$ cat src/rtl/ins_mem_loader.sv
// ---------------------------------------------------------------------------
// ins_mem_loader
//   Writer side of the instruction-memory interface. It takes a byte stream
//   framed as LEN_HI, LEN_LO (16-bit word count N) followed by 4*N bytes.
//   Bytes arrive MSB first and are assembled into big-endian 32-bit words.
//   Word k is written to InsMem word address k. The CPU is held through
//   cpu_hold until a complete image has been loaded.
//
// Ports
//   clk        in   1   system clock, rising edge
//   rst_n      in   1   asynchronous active-low reset
//   start      in   1   1-cycle pulse; begins a load (taken in IDLE/DONE/ERR)
//   in_valid   in   1   byte-stream valid
//   in_data    in   8   byte-stream data
//   in_ready   out  1   loader can accept a byte this cycle
//   mem_we     out  1   InsMem write strobe, one pulse per word
//   mem_addr   out  32  word address (upper bits zero)
//   mem_wdata  out  32  assembled instruction word
//   cpu_hold   out  1   1 = CPU frozen; 0 only while DONE
//   done       out  1   level, 1 while DONE
//   err        out  1   level, 1 while ERR (length too large)
//
// Handshake: a byte transfers on a rising clk edge where in_valid and
// in_ready are both 1. in_ready does not depend on in_valid. The source may
// hold in_valid low for any number of cycles. mem_addr/mem_wdata are only
// meaningful while mem_we is 1, and they hold their values otherwise.
// ---------------------------------------------------------------------------
module ins_mem_loader #(
   parameter int ADDR_W = 8
) (
   input  logic        clk,
   input  logic        rst_n,
   input  logic        start,
   input  logic        in_valid,
   input  logic [7:0]  in_data,
   output logic        in_ready,
   output logic        mem_we,
   output logic [31:0] mem_addr,
   output logic [31:0] mem_wdata,
   output logic        cpu_hold,
   output logic        done,
   output logic        err
);

   typedef enum logic [2:0] {
      S_IDLE   = 3'd0,
      S_LEN_HI = 3'd1,
      S_LEN_LO = 3'd2,
      S_DATA   = 3'd3,
      S_WRITE  = 3'd4,
      S_DONE   = 3'd5,
      S_ERR    = 3'd6
   } state_t;

   // Largest legal word count: the whole memory.
   localparam logic [16:0] CAP = 17'(1) << ADDR_W;

   state_t            state;
   logic [15:0]       len;
   logic [1:0]        byte_cnt;
   logic [ADDR_W:0]   word_cnt;
   logic [23:0]       shift;

   logic              accept;
   logic [16:0]       len_full;
   logic [ADDR_W:0]   word_next;

   assign accept    = in_valid && in_ready;
   // Full 16-bit length as it becomes known on the LEN_LO byte.
   assign len_full  = {1'b0, len[15:8], in_data};
   // k is at most 2**ADDR_W-1 in WRITE, so k+1 always fits in ADDR_W+1 bits.
   assign word_next = word_cnt + 1'b1;

   always_ff @(posedge clk or negedge rst_n) begin
      if (!rst_n) begin
         state     <= S_IDLE;
         in_ready  <= 1'b0;
         mem_we    <= 1'b0;
         mem_addr  <= '0;
         mem_wdata <= '0;
         cpu_hold  <= 1'b1;
         done      <= 1'b0;
         err       <= 1'b0;
         len       <= '0;
         byte_cnt  <= '0;
         word_cnt  <= '0;
         shift     <= '0;
      end else begin
         mem_we <= 1'b0;
         case (state)
            S_IDLE, S_DONE, S_ERR: begin
               if (start) begin
                  state    <= S_LEN_HI;
                  in_ready <= 1'b1;
                  cpu_hold <= 1'b1;
                  done     <= 1'b0;
                  err      <= 1'b0;
                  byte_cnt <= '0;
                  word_cnt <= '0;
               end
            end
            S_LEN_HI: begin
               if (accept) begin
                  len[15:8] <= in_data;
                  state     <= S_LEN_LO;
               end
            end
            S_LEN_LO: begin
               if (accept) begin
                  len[7:0] <= in_data;
                  if (len_full == 17'd0) begin
                     state    <= S_DONE;
                     in_ready <= 1'b0;
                     cpu_hold <= 1'b0;
                     done     <= 1'b1;
                  end else if (len_full > CAP) begin
                     // Rejected before any data byte, so nothing is written.
                     state    <= S_ERR;
                     in_ready <= 1'b0;
                     err      <= 1'b1;
                  end else begin
                     state <= S_DATA;
                  end
               end
            end
            S_DATA: begin
               if (accept) begin
                  shift    <= {shift[15:0], in_data};
                  byte_cnt <= byte_cnt + 2'd1;
                  if (byte_cnt == 2'd3) begin
                     // Fourth byte: present the word during the WRITE cycle.
                     state     <= S_WRITE;
                     in_ready  <= 1'b0;
                     mem_we    <= 1'b1;
                     mem_addr  <= 32'(word_cnt[ADDR_W-1:0]);
                     mem_wdata <= {shift, in_data};
                  end
               end
            end
            S_WRITE: begin
               word_cnt <= word_next;
               if (17'(word_next) == {1'b0, len}) begin
                  state    <= S_DONE;
                  cpu_hold <= 1'b0;
                  done     <= 1'b1;
               end else begin
                  state    <= S_DATA;
                  in_ready <= 1'b1;
               end
            end
            default: begin
               state    <= S_IDLE;
               in_ready <= 1'b0;
               cpu_hold <= 1'b1;
               done     <= 1'b0;
               err      <= 1'b0;
            end
         endcase
      end
   end

endmodule

$ cat config.mk
export PLATFORM = sky130hd
export DESIGN_NAME = ins_mem_loader
export DESIGN_NICKNAME = d
export VERILOG_FILES = /design/src/rtl/ins_mem_loader.sv
export SDC_FILE = /design/constraint.sdc
export NUM_CORES = 1
export LEC_CHECK = 0
export CORE_MARGIN = 2
export CORE_UTILIZATION = 40
export DETAILED_ROUTE_END_ITERATION = 7
export PLACE_DENSITY = 0.61
export SLEW_MARGIN = 20
export SYNTH_ARGS = -nofsm -noshare
export SYNTH_HDL_FRONTEND = slang
export SYNTH_SLANG_ARGS = --single-unit
export TNS_END_PERCENT = 10
$ cat constraint.sdc
create_clock -name clk -period 2.4 [get_ports clk]
set_input_delay 0.48 -clock clk [delete_from_list [all_inputs] [get_ports clk]]
set_output_delay 0.48 -clock clk [all_outputs]
set_load 0.02 [all_outputs]
==> flow_summary.ini <==
[detailed_routing]
top_layer = met4
avgViaCountPerCell = 5.15
route.detailed.wl_per_inst_um = 15.3
route.met3.wl_um = 351
route.detailed.drc = 0
detail_route.wirelength_um = 9590
met2_wirelength_um = 4630
drt-met1-wl_um = 4410
drt-initial-drc-count = 215
detailedRoute.firstPassIterationCount = 4
detail-route-antenna-nets = 0
route.vias.total = 3236

[sta]
finalWorstPathRequiredPeriod_ns = 2.30
relSlewSlack_pct = 64.7
final_max_slew_viol_count = 0
post-route-period-util_pct = 95.8
final-setup-viol-count = 0
max_freq_mhz = 435
whs_ns = 0.0646
hold_viol_final = 0
timing.clock.skew_ns = 0.00660
max_slew.worst_pin.slew_ns = 0.530
grt_setup_unrepaired = no

[clocking]
cts.reportedPaths.clkPinSlew_ns = 0.07
htreeDepth = 3
cts-buffers-inserted = 9
clock-root-buffer = clkbuf_16
cts_buffer_depth = 2
cts_sinks = 99
insertion_delay_ns = 0.34
cts_tree = done

[yosys]
synthesis.instances = 412
yosys.cell_types.count = 57
synth-async-reset-ratio_pct = 100
synthDominantAreaCellType = dfrtp_1
yosysTopAreaCellShare_pct = 53.5
synth-warning-count = 0
count_of_flip_flops_with_a_built_in_enable_after_synthesis = 0
seq_area_frac_synth_pct = 54.1
top_ff_cell_synth = dfrtp_1
synthesis.area_per_instance_um2 = 11.1
synth.cell_area_um2 = 4580
synth_area_leaders = dfrtp_1, mux2_2, nand2_1
synth_seq_cells = 99

[cells_and_area]
area_delta_synth_final_pct = 22.7
final_net_count = 494
post_route_cells_drive_above_1_share_pct = 21.9
count_of_inserted_antenna_diode_cells = 0
n_fill_cell = 1070

[worst_hold_path]
timing.hold.worst.class = in2async

[run]
maxCapViolCount = 0

[power]
leakage_nw = 2.67
totalPowerFinal_mw = 5.37
cellPowerDensity_nw_per_um2 = 955
ir_worst_vdd_v = 0.000373

[critical_path]
cp_max_fo = 2
arrival_ns = 2.58
r2r-end = in_ready$_DFFE_PN0P_
startpoint_type = input port
worst_r2r_startpoint = word_cnt[0]$_DFFE_PN0P_
start_to_end_type_of_the_worst_setup_path = in2reg
setup.worst_path.end_class = flop
rr_worst_depth = 7
critical_path_required_ns = 2.68
worst-r2r-setup-slack_ns = 0.26

[global_routing]
grt_pass1_wl_um = 15900
first_global_vias = 3144
initial_antenna_violation_count = 0
gr-total-overflow = 0
globalRouteTotalUtil_pct = 16.3
maximum_number_of_pins_on_one_net_before_global_route_repair = 44

[place]
port_buffers = 56
dp.final_hpwl_um = 6620
routabilityCongestion = 0.813

[die]
die_h_um = 111
design.core.area_um2 = 11300
die_footprint_um2 = 12300
top_level_port_count = 81
floorplan.die.width_um = 111
rows = 39
starting_density_of_the_core_pct = 40.6

[status]
status = complete, no violations
==> registers in the layout (all words and copies together) (netlist names), 2 cells and up <==
signal and count:
mem_wdata 32, shift 24, len 16, word_cnt 9, mem_addr 8, state 3
byte_cnt 2
==> power breakdown <==
| group | switching [mW] | internal [mW] | total (mW) |
|---|---|---|---|
| clock network | 0.639 | 0.848 | 1.49 |
| registers | 0.370 | 2.07 | 2.44 |
| logic | 0.761 | 0.678 | 1.44 |
==> final cells by class <==
cell class | instances | area (um2) | share of cell area (%)
flip-flops and latches | 99 | 2480 | 44.1
repair buffers | 75 | 726 | 12.9
inverters | 2 | 7.51 | 0.134
multi-input cells | 293 | 1930 | 34.3
clock inverters | 4 | 56.3 | 1.00
well taps | 143 | 179 | 3.18
clock buffers | 12 | 246 | 4.38
==> synthesized netlist by cell type, drive strengths merged (4+ instances only) <==
cell type,count
xnor2,4
dfrtp,98
nor3,5
clkbuf,7
nor2,14
mux2,56
a21oi,8
nand3,8
nand2,93
o21ai,20
buf,34
xor2,8
nor2b,5
nor4,6
==> worst max path at each step <==
stage	start	to	slack (ns)
global placement	in_data[5]	in_ready$_DFFE_PN0P_	-0.22
floorplan	word_cnt[0]$_DFFE_PN0P_	in_ready$_DFFE_PN0P_	0.36
detailed placement	in_data[5]	in_ready$_DFFE_PN0P_	-0.25
finish	in_data[5]	in_ready$_DFFE_PN0P_	0.1
CTS	in_data[5]	in_ready$_DFFE_PN0P_	0.11
global route	in_data[5]	in_ready$_DFFE_PN0P_	0.04
==> per-stage QoR <==
step | instances | instance area, um2 | setup TNS, ns | setup WS (ns) | util [%]
floorplan | 435 | 4670 | 0 | 0.357 | -
global placement | 612 | 5320 | -0.290 | -0.219 | 47.2
detailed placement | 612 | 5320 | -0.359 | -0.246 | 47.2
CTS | 628 | 5620 | 0 | 0.106 | 49.9
global route | 628 | 5620 | 0 | 0.0409 | 49.9
finish | 628 | 5620 | 0 | 0.0997 | 49.9
==> metal layers <==
layer  track usage (%)  up-vias
li1                  -     1506
met1              21.9     1632
met2              26.4       81
met3              2.95       17
met4              6.34        0
met5                 0        -
==> critical path: stages <==
cell and delay [ns]:
clkdlybuf4s50_1 0.52, nor4_4 0.40, a21boi_1 0.12, or4b_1 0.56, a41o_1 0.27, a21oi_2 0.11, o21a_1 0.12
==> cell families (layout without fill, tap and decap cells) <==
family / count (synthesis) / count (layout) / synth area share [%]
compound gates: 48 / 48 / 6.72
buf+inv: 43 / 93 / 5.79
xor+xnor: 13 / 13 / 2.79
flops: 99 / 99 / 54.1
other cells: 1 / 24 / 0.0819
fa+ha+maj: 3 / 3 / 0.765
simple gates: 147 / 147 / 15.5
mux: 58 / 58 / 14.2
==> placed cells by master (no fill, tap or decap), types with 3 or more instances in the layout <==
master           instances
o31ai_1                  3
xor2_1                   8
mux2_2                  56
nand3_1                  7
nand2_1                 91
clkdlybuf4s50_1         55
o21ai_0                 20
nor4_1                   3
nor2_1                  13
buf_4                   18
nor3_1                   4
xnor2_1                  4
conb_1                  24
dfrtp_1                 98
clkbuf_16                9
nor2b_1                  5
and3_1                   3
a21oi_1                  7
==> repair_timing <==
item	CTS	global route
endpoints found under the setup margin	0	1
gates resized for setup	0	1
hold buffers	0	0
hold endpoints to repair	0	0
buffers inserted	0	0
Power figures use the tool's default switching activity.
